## src/rtl/lsu_pkg.sv

```systemverilog
// Shared definitions for the load/store unit controller: size and exception
// codes, FSM states, and the store-side lane helpers.
package lsu_pkg;

  localparam logic [1:0] SZ_BYTE = 2'b00;
  localparam logic [1:0] SZ_HALF = 2'b01;
  localparam logic [1:0] SZ_WORD = 2'b10;

  localparam logic [1:0] EXC_NONE = 2'b00;
  localparam logic [1:0] EXC_ADEL = 2'b01;
  localparam logic [1:0] EXC_ADES = 2'b10;
  localparam logic [1:0] EXC_BUS  = 2'b11;

  typedef enum logic [1:0] {IDLE, BUS, RESP} state_e;

  // Reserved size 11 is treated as misaligned so it never reaches the bus.
  function automatic logic misaligned(input logic [1:0] size, input logic [1:0] lo);
    case (size)
      SZ_BYTE: misaligned = 1'b0;
      SZ_HALF: misaligned = lo[0];
      SZ_WORD: misaligned = (lo != 2'b00);
      default: misaligned = 1'b1;
    endcase
  endfunction

  function automatic logic [3:0] store_byteen(input logic [1:0] size, input logic [1:0] lo);
    case (size)
      SZ_BYTE: store_byteen = 4'b0001 << lo;
      SZ_HALF: store_byteen = 4'b0011 << {lo[1], 1'b0};
      SZ_WORD: store_byteen = 4'b1111;
      default: store_byteen = 4'b0000;
    endcase
  endfunction

  function automatic logic [31:0] store_wdata(input logic [1:0] size, input logic [31:0] wdata);
    case (size)
      SZ_BYTE: store_wdata = {4{wdata[7:0]}};
      SZ_HALF: store_wdata = {2{wdata[15:0]}};
      default: store_wdata = wdata;
    endcase
  endfunction

endpackage

```

## src/rtl/load_ext.sv

```systemverilog
// Load lane select and sign/zero extension of a bus read word.
module load_ext
  import lsu_pkg::*;
(
  input  logic [1:0]  addr_lo,
  input  logic [1:0]  size,
  input  logic        is_unsigned,
  input  logic [31:0] word,
  output logic [31:0] result
);

  logic [7:0]  byte_lane;
  logic [15:0] half_lane;

  always_comb begin
    case (addr_lo)
      2'd0:    byte_lane = word[7:0];
      2'd1:    byte_lane = word[15:8];
      2'd2:    byte_lane = word[23:16];
      default: byte_lane = word[31:24];
    endcase
    half_lane = addr_lo[1] ? word[31:16] : word[15:0];

    case (size)
      SZ_BYTE: result = {{24{byte_lane[7] & ~is_unsigned}}, byte_lane};
      SZ_HALF: result = {{16{half_lane[15] & ~is_unsigned}}, half_lane};
      SZ_WORD: result = word;
      default: result = 32'h0;
    endcase
  end

endmodule

```

## src/rtl/lsu_ctrl.sv

```systemverilog
// Load/store controller: one access at a time, alignment check, registered
// bus request with ack/timeout, and a one-cycle extended response.
module lsu_ctrl
  import lsu_pkg::*;
#(
  parameter int TIMEOUT_CYCLES = 64
) (
  input  logic        clk,
  input  logic        rst_n,
  input  logic        req_valid,
  output logic        req_ready,
  input  logic        req_we,
  input  logic [1:0]  req_size,
  input  logic        req_unsigned,
  input  logic [31:0] req_addr,
  input  logic [31:0] req_wdata,
  output logic        resp_valid,
  output logic [31:0] resp_rdata,
  output logic [1:0]  resp_exc,
  output logic        stall,
  output logic        bus_req,
  output logic        bus_we,
  output logic [31:0] bus_addr,
  output logic [3:0]  bus_byteen,
  output logic [31:0] bus_wdata,
  input  logic        bus_ack,
  input  logic [31:0] bus_rdata
);

  localparam logic [7:0] TO_LIMIT = 8'(TIMEOUT_CYCLES);

  state_e      state_q, state_d;
  logic [7:0]  cnt_q, cnt_d;
  logic [1:0]  size_q, size_d;
  logic [1:0]  lo_q, lo_d;
  logic        uns_q, uns_d;
  logic        bus_req_q, bus_req_d;
  logic        bus_we_q, bus_we_d;
  logic [31:0] bus_addr_q, bus_addr_d;
  logic [3:0]  bus_byteen_q, bus_byteen_d;
  logic [31:0] bus_wdata_q, bus_wdata_d;
  logic        resp_valid_q, resp_valid_d;
  logic [31:0] resp_rdata_q, resp_rdata_d;
  logic [1:0]  resp_exc_q, resp_exc_d;
  logic [31:0] ext_data;

  load_ext u_load_ext (
    .addr_lo     (lo_q),
    .size        (size_q),
    .is_unsigned (uns_q),
    .word        (bus_rdata),
    .result      (ext_data)
  );

  always_comb begin
    state_d      = state_q;
    cnt_d        = cnt_q;
    size_d       = size_q;
    lo_d         = lo_q;
    uns_d        = uns_q;
    bus_req_d    = bus_req_q;
    bus_we_d     = bus_we_q;
    bus_addr_d   = bus_addr_q;
    bus_byteen_d = bus_byteen_q;
    bus_wdata_d  = bus_wdata_q;
    resp_valid_d = 1'b0;
    resp_rdata_d = 32'h0;
    resp_exc_d   = EXC_NONE;

    case (state_q)
      IDLE: begin
        if (req_valid) begin
          size_d = req_size;
          lo_d   = req_addr[1:0];
          uns_d  = req_unsigned;
          if (misaligned(req_size, req_addr[1:0])) begin
            state_d      = RESP;
            resp_valid_d = 1'b1;
            resp_exc_d   = req_we ? EXC_ADES : EXC_ADEL;
          end else begin
            state_d      = BUS;
            cnt_d        = 8'd0;
            bus_req_d    = 1'b1;
            bus_we_d     = req_we;
            bus_addr_d   = {req_addr[31:2], 2'b00};
            bus_byteen_d = req_we ? store_byteen(req_size, req_addr[1:0]) : 4'b0000;
            bus_wdata_d  = req_we ? store_wdata(req_size, req_wdata) : 32'h0;
          end
        end
      end
      BUS: begin
        // Ack is tested first so it wins over a coincident timeout.
        if (bus_ack || (cnt_q + 8'd1 == TO_LIMIT)) begin
          state_d      = RESP;
          resp_valid_d = 1'b1;
          resp_exc_d   = bus_ack ? EXC_NONE : EXC_BUS;
          resp_rdata_d = (bus_ack && !bus_we_q) ? ext_data : 32'h0;
          bus_req_d    = 1'b0;
          bus_we_d     = 1'b0;
          bus_addr_d   = 32'h0;
          bus_byteen_d = 4'b0000;
          bus_wdata_d  = 32'h0;
        end else begin
          cnt_d = cnt_q + 8'd1;
        end
      end
      RESP:    state_d = IDLE;
      default: state_d = IDLE;
    endcase
  end

  always_ff @(posedge clk or negedge rst_n) begin
    if (!rst_n) begin
      state_q      <= IDLE;
      cnt_q        <= 8'd0;
      size_q       <= SZ_BYTE;
      lo_q         <= 2'b00;
      uns_q        <= 1'b0;
      bus_req_q    <= 1'b0;
      bus_we_q     <= 1'b0;
      bus_addr_q   <= 32'h0;
      bus_byteen_q <= 4'b0000;
      bus_wdata_q  <= 32'h0;
      resp_valid_q <= 1'b0;
      resp_rdata_q <= 32'h0;
      resp_exc_q   <= EXC_NONE;
    end else begin
      state_q      <= state_d;
      cnt_q        <= cnt_d;
      size_q       <= size_d;
      lo_q         <= lo_d;
      uns_q        <= uns_d;
      bus_req_q    <= bus_req_d;
      bus_we_q     <= bus_we_d;
      bus_addr_q   <= bus_addr_d;
      bus_byteen_q <= bus_byteen_d;
      bus_wdata_q  <= bus_wdata_d;
      resp_valid_q <= resp_valid_d;
      resp_rdata_q <= resp_rdata_d;
      resp_exc_q   <= resp_exc_d;
    end
  end

  assign req_ready  = (state_q == IDLE);
  assign stall      = ((state_q == IDLE) && req_valid) || (state_q == BUS);
  assign bus_req    = bus_req_q;
  assign bus_we     = bus_we_q;
  assign bus_addr   = bus_addr_q;
  assign bus_byteen = bus_byteen_q;
  assign bus_wdata  = bus_wdata_q;
  assign resp_valid = resp_valid_q;
  assign resp_rdata = resp_rdata_q;
  assign resp_exc   = resp_exc_q;

endmodule

```

## config.mk

```make
export PLATFORM = sky130hd
export DESIGN_NAME = lsu_ctrl
export DESIGN_NICKNAME = d
export VERILOG_FILES = /design/src/rtl/lsu_pkg.sv /design/src/rtl/load_ext.sv /design/src/rtl/lsu_ctrl.sv
export SDC_FILE = /design/constraint.sdc
export NUM_CORES = 1
export LEC_CHECK = 0
export ABC_AREA = 1
export BUFFER_PORTS_ARGS = -buffer_cell sky130_fd_sc_hd__buf_2
export CAP_MARGIN = 40
export CELL_PAD_IN_SITES_DETAIL_PLACEMENT = 1
export CELL_PAD_IN_SITES_GLOBAL_PLACEMENT = 1
export CORE_UTILIZATION = 35
export CTS_CLUSTER_DIAMETER = 120
export DETAILED_ROUTE_END_ITERATION = 7
export GPL_TIMING_DRIVEN = 1
export PLACE_DENSITY_LB_ADDON = 0.15
export RECOVER_POWER = 50
export SYNTH_ARGS = -nofsm -noshare
export SYNTH_HDL_FRONTEND = slang
export SYNTH_SLANG_ARGS = --single-unit
export TNS_END_PERCENT = 30
```

## constraint.sdc

```tcl
create_clock -name clk -period 2.05 [get_ports clk]
set_input_delay 0 -clock clk [delete_from_list [all_inputs] [get_ports clk]]
set_output_delay 0 -clock clk [all_outputs]
set_load 0.005 [all_outputs]
```

==> results.ini, run 1 <==
[drt]
drt_iter0_drc=273
drt_first_pass_iters=4
ant_nets=0
wl_um=21500
drc=0
dr_total_vias=6088
wl_per_cell_um=17.6
avgViaCountPerCell=4.99

[layout]
fillers=1950
ff_latch_area_um2=2950
multiInputGateArea_um2=2340
antennaDiodeCount=0
area_growth_syn_to_layout_pct=49.3
nNetsFinal=1103
drive_gt1_share_pct=21.5

[placement]
portBuffers=208
dp_slack_ps=81.2
dp_hpwl_um=13500
gp_congestion=0.827

[sta]
setup_tns_ps=0
worst_pin_slew_ps=1260
min_period_over_period_pct=94.7
fmax_mhz=515
slew_viol_final=0
skew_ps=7.69
slew_headroom_pct=15.7
hold_ws_ps=14.8
worst_slack_ps=108
final_hold_viol_count=0
rsz0062_at_grt=true
period_minus_slack_ps=1940
setup_violations=0

[synthesis]
synthDistinctLibCells=34
synthFlopType=dfrtp_1
synth-seq-cells=118
async_flop_share_pct=100
netlist_area_um2=5610
synth_top_cell_by_area=dfrtp_1
synth_warnings=0
synth_seq_area_share_pct=52.6
synth_area_per_cell_um2=8.14
synthesis.instances=689
synth_area_leaders=dfrtp_1 (53%), nand2_1 (15%), nand3_1 (8.1%), a21oi_1 (2.9%), nor2_1 (2.7%)
synth_top_area_share_pct=52.6
synth_edf_count=0

[clock_tree]
cts_sinks=118
cts_tree=done
cts-root-buf=clkbuf_16
clk_latency_ps=410
cts.reportedPaths.clkPinSlew_ps=50
cts_buffers=17
htreeDepth=4
clock_path_buffers=2

[critical_path]
required_ps=2350
crit_fanout=16
start_kind=register
reg2regPathDepth=11
end_kind=register
path_class=reg -> reg
cp.arrival_ps=2240

[global_routing]
grt_pass1_wl_um=33500
grt_max_degree=53
grt_pass1_vias=6443
grt_use_total_pct=26.4
grt_overflow_total=0
antenna_found_initial=0

[power_and_ir_drop]
ir_drop_v=0.000579
fin_total_pwr_mw=8.53
leakage_nw=4.29
power_density_nw_per_um2=1020

[die]
die_w_um=129
rows=45
core-area_um2=15400
io_pins=211
die_h_um=129
die-area_um2=16500
start_util_pct=36.4

[worst_hold_path]
hold_path.class=in -> reg
hold_depth=5

[flow_run]
maxCapViolCount=0

[status]
status=finished clean

[layout make-up]
type,count,share of cell area (%)
Multi-Input combinational cell,496,27.9
Clock inverter,3,0.209
Clock buffer,26,6.20
Inverter,34,1.52
Timing Repair Buffer,331,25.8
Sequential cell,118,35.3
Tap cell,211,3.15
[through the flow]
stage / utilization (%) / cells / area, µm²
3_3_place_gp: 44.8 / 1089 / 6910
2_1_floorplan: - / 690 / 5620
3_5_place_dp: 44.8 / 1089 / 6910
5_1_grt: 54.3 / 1219 / 8380
4_1_cts: 54.6 / 1215 / 8420
6_report: 54.3 / 1219 / 8380
[final timing paths]
kind / from / slack [ps] / to
setup / recovery: cnt_q[1] / 110 / bus_wdata[22]
hold / removal: req_wdata[13] / 10 / bus_wdata[13]
setup reg to reg: cnt_q[1] / 110 / bus_wdata[22]
hold reg to reg: bus_wdata[14] / 470 / bus_wdata[14]
max in group asynchronous: rst_n / 620 / resp_rdata[28]
min in group asynchronous: rst_n / 440 / bus_addr[25]
[per-layer routing]
layer	global-route usage, %	up-vias	wire (µm)
met5	0	-	0
met4	10.4	0	410
met3	5.61	35	1020
met2	45.9	191	10900
met1	32.0	2983	9150
li1	-	2879	-
[where the power goes]
group          switching [mW]  internal [mW]
clock                   0.993           1.71
sequential              0.376           2.88
combinational            1.57          0.994
total                    2.94           5.59
[cell usage after synthesis (3+ instances only)]
| cell | count |
|---|---|
| a21oi_1 | 32 |
| a22oi_1 | 3 |
| a31oi_1 | 22 |
| buf_2 | 11 |
| buf_4 | 4 |
| buf_6 | 3 |
| clkbuf_1 | 22 |
| dfrtp_1 | 118 |
| inv_1 | 30 |
| inv_2 | 3 |
| mux2i_1 | 7 |
| nand2_1 | 229 |
| nand2_2 | 12 |
| nand3_1 | 91 |
| nand4_1 | 3 |
| nor2_1 | 41 |
| nor2_2 | 4 |
| o211ai_1 | 8 |
| o21a_1 | 6 |
| o21ai_0 | 22 |
| o22ai_1 | 4 |
[registers in the layout (all words and copies together) (netlist names)]
register,cells
state_q,2
uns_q,1
resp_valid,1
bus_wdata,32
cnt_q,8
bus_we,1
resp_exc,2
bus_addr,30
size_q,2
bus_byteen,4
lo_q,2
bus_req,1
resp_rdata,32
[layout by cell type, fill, tap and decap left out, types with 30 or more instances in the layout]
master	netlist	final
buf_2	11	136
nand3_1	91	91
clkbuf_1	22	74
nor2_1	41	38
a21oi_1	32	32
nand2_1	229	228
inv_1	30	30
dfrtp_1	118	118
dlygate4sd3_1	0	97
[logic make-up (layout without fill, tap and decap cells)]
| kind of cell | count (synthesis) | after routing | share of synthesized area, % |
|---|---|---|---|
| other | 1 | 2 | 0.0668 |
| AND/OR/NAND/NOR | 383 | 383 | 29.0 |
| AO/OA/AOI/OAI | 102 | 102 | 10.7 |
| flip-flops | 118 | 118 | 52.6 |
| XOR/XNOR | 1 | 1 | 0.156 |
| buffers and inverters | 76 | 394 | 6.00 |
| adder cells (fa/ha/maj) | 1 | 1 | 0.223 |
| multiplexers | 7 | 7 | 1.25 |
[critical path, cell delays in order (launching register included)]
cell and delay, ps:
dfrtp_1 390, ha_2 220, nand3_1 110, o21bai_2 160, nand2_1 80, nor2_2 160, nand3_4 110, nand2_2 90
nand2_2 120, buf_4 230, nand2_1 90, nand2_1 60
[what timing repair did]
| item | in CTS | in global routing |
|---|---|---|
| setup buffers | 0 | 3 |
| gates resized for setup | 0 | 3 |
| hold endpoints to repair | 140 | 0 |
| hold buffers | 97 | 0 |
| endpoints found under the setup margin | 0 | 73 |
Power figures use the tool's default switching activity.
==> inputs of run 2 (changes only) <==
- PLACE_DENSITY_LB_ADDON: 0.15 -> 0.1
- REMOVE_ABC_BUFFERS: default -> 1
==> results.ini, run 2 (synthesized netlist as in run 1, its figures left out) <==
[die]
rows=45  ; unchanged
io_pins=211  ; unchanged
core-area_um2=15400  ; unchanged
die-area_um2=16500  ; unchanged
die_h_um=129  ; unchanged
start_util_pct=36.4  ; unchanged
die_w_um=129  ; unchanged

[critical_path]
end_kind=register
max_stage_delay_ps=390  ; about the same
rrSetupSlack_ps=70  ; -40 ps
cpMaxStageDelayCell=dfrtp_1
path_class=reg -> reg
crit_buf_inv=1  ; unchanged
r2r_start=cnt_q[1]
cp.arrival_ps=2280  ; +40 ps
critPathTopFamily=simple AND/OR/NAND/NOR gates
required_ps=2350  ; about the same
crit_top_cell=nand2_1
start_kind=register
reg2regPathDepth=11  ; unchanged
r2r-end=bus_wdata[2]
path_cells=ha_2 > nand3_2 > o21bai_4 > nand2_1 > nor2_2 > nand3_4 > nand2_2 > nand2_2 > buf_4 > nand2_1 > nand2_1
crit_fanout=13  ; -3

[clock_tree]
cts_tree=done
clk_latency_ps=420  ; about the same
clock_path_buffers=2  ; unchanged
htreeDepth=4  ; unchanged
cts_sinks=118  ; unchanged
cts-root-buf=clkbuf_16
cts.reportedPaths.clkPinSlew_ps=60  ; about the same
cts_buffers=17  ; unchanged

[power_and_ir_drop]
ir_drop_v=0.000574  ; -0.81%
power_density_nw_per_um2=1050  ; +3.1%
p_comb_share_pct=29.8  ; -0.3 points
clockPowerShare_pct=34.4  ; +2.7 points
internal-power_mw=6.03  ; +7.9%
power_frac_seq_pct=35.9  ; -2.3 points
switching_share_pct=33.1  ; -1.3 points
leakage_nw=4.51  ; +5.1%
p_switching_mw=2.99  ; +1.6%
fin_total_pwr_mw=9.01  ; +5.7%

[layout]
layout_common_cells=nand2_1 (228), buf_2 (174), dfrtp_1 (118), dlygate4sd3_1 (100), nand3_1 (90)
fin_area_um2=8590  ; +2.5%
area_growth_syn_to_layout_pct=53.0
drive_gt1_share_pct=25.9  ; +4.4 points
fin_cells=1231  ; +0.98%
ff_latch_area_um2=2950  ; unchanged
fillers=1935  ; -0.77%
layout_commonest_cell=nand2_1
final_util_pct=55.7  ; +1.4 points
nNetsFinal=1112  ; +0.82%
multiInputGateArea_um2=2360  ; +0.75%

[sta]
hold_ws_ps=13.6  ; -1.19 ps
slew_headroom_pct=45.3  ; +30 points
fmax_mhz=504  ; -2.1%
final_hold_viol_count=0  ; unchanged
period_minus_slack_ps=1980  ; +42.5 ps
worst_slack_ps=65.2  ; -42.5 ps
setup_violations=0  ; unchanged
min_period_over_period_pct=96.8  ; +2.1 points
setup_tns_ps=0  ; unchanged
worst_pin_slew_ps=821  ; -443 ps
slew_viol_final=0  ; unchanged
skew_ps=8.50  ; +0.813 ps

[flow_run]
maxCapViolCount=0  ; unchanged

[placement]
portBuffers=208  ; unchanged
dp_hpwl_um=13400  ; -0.80%
dp_slack_ps=33.1  ; -48.1 ps
dp_cells=1093  ; +0.37%
gp_congestion=0.843  ; +1.8%
dpl_cell_area_um2=6950  ; +0.54%

[worst_hold_path]
hold_start=req_wdata[12]
min_to=bus_wdata[12]
hold_depth=5  ; unchanged
hold_path.class=in -> reg

[drt]
drt_iter0_drc=348  ; +27%
dr_total_vias=6179  ; +1.5%
ant_nets=0  ; unchanged
wl_per_cell_um=17.4  ; -1.1%
wl_um=21500  ; -0.15%
drc=0  ; unchanged
drt_first_pass_iters=6  ; +2
avgViaCountPerCell=5.02  ; +0.51%

[global_routing]
grt_max_degree=56  ; +5.7%
grt_pass1_vias=6685  ; +3.8%
grt_overflow_total=0  ; unchanged
grt_pass1_wl_um=33900  ; +1.2%
antenna_found_initial=0  ; unchanged
grt_use_total_pct=26.6  ; +0.19 points

[status]
status=finished clean

run 2: cell types whose count changed in the layout (fill, tap and decap cells not counted), moves of 3 or more:
cell	before	now
clkbuf_1	74	35
bufinv_16	0	4
clkbuf_8	6	1
buf_4	22	27
buf_2	136	174
dlygate4sd3_1	97	100
run 2: layout make-up:
| type | count | share of cell area (%) |
|---|---|---|
| antenna | 2 | 0.0583 |
| clock buffer | 20 | 5.20 |
| clock inverter | 10 | 1.81 |
| inverter | 34 | 1.49 |
| multi-input combinational | 496 | 27.4 |
| sequential | 118 | 34.4 |
| tap | 211 | 3.07 |
| timing repair buffer | 340 | 26.5 |
run 2: worst min-delay path, stage by stage:
cell and delay [ps]:
buf_2 90, o21ai_0 70, nor2_1 90, nand3_1 80
nand2_1 70
run 2: what timing repair did:
action / CTS / global route
gates resized for setup: 0 / 4
hold buffers: 100 / 0
setup endpoints to repair: 0 / 79
buffers inserted: 0 / 5
endpoints found under the hold margin: 190 / 0
run 2: worst max path at each step:
stage | depth (start not counted) | slack (ps) | start | to
after global placement | 10 | 210 | cnt_q[0] | bus_wdata[3]
after floorplan | 8 | -1010 | req_size[1] | bus_req
after global routing | 11 | -10 | cnt_q[1] | bus_wdata[2]
final | 11 | 70 | cnt_q[1] | bus_wdata[2]
after CTS | 11 | 1 | cnt_q[0] | bus_addr[2]
after detailed placement | 11 | 30 | cnt_q[0] | bus_addr[2]
run 2: power groups by stage:
stage               combinational (mW)  sequential (mW)  clock, mW
floorplan                         1.09             3.30          0
global placement                  2.36             3.24          0
detailed placement                2.46             3.26          0
CTS                               2.62             3.23       3.14
global route                      3.00             3.31       3.23
finish                            2.68             3.23       3.10
run 2: metal layers:
layer,share of wire (%),vias up,track usage (%)
met5,0,-,0
met4,2.7,0,12.4
met3,5.4,49,5.95
met2,52,220,48.3
met1,40,3013,29.7
li1,-,2897,-
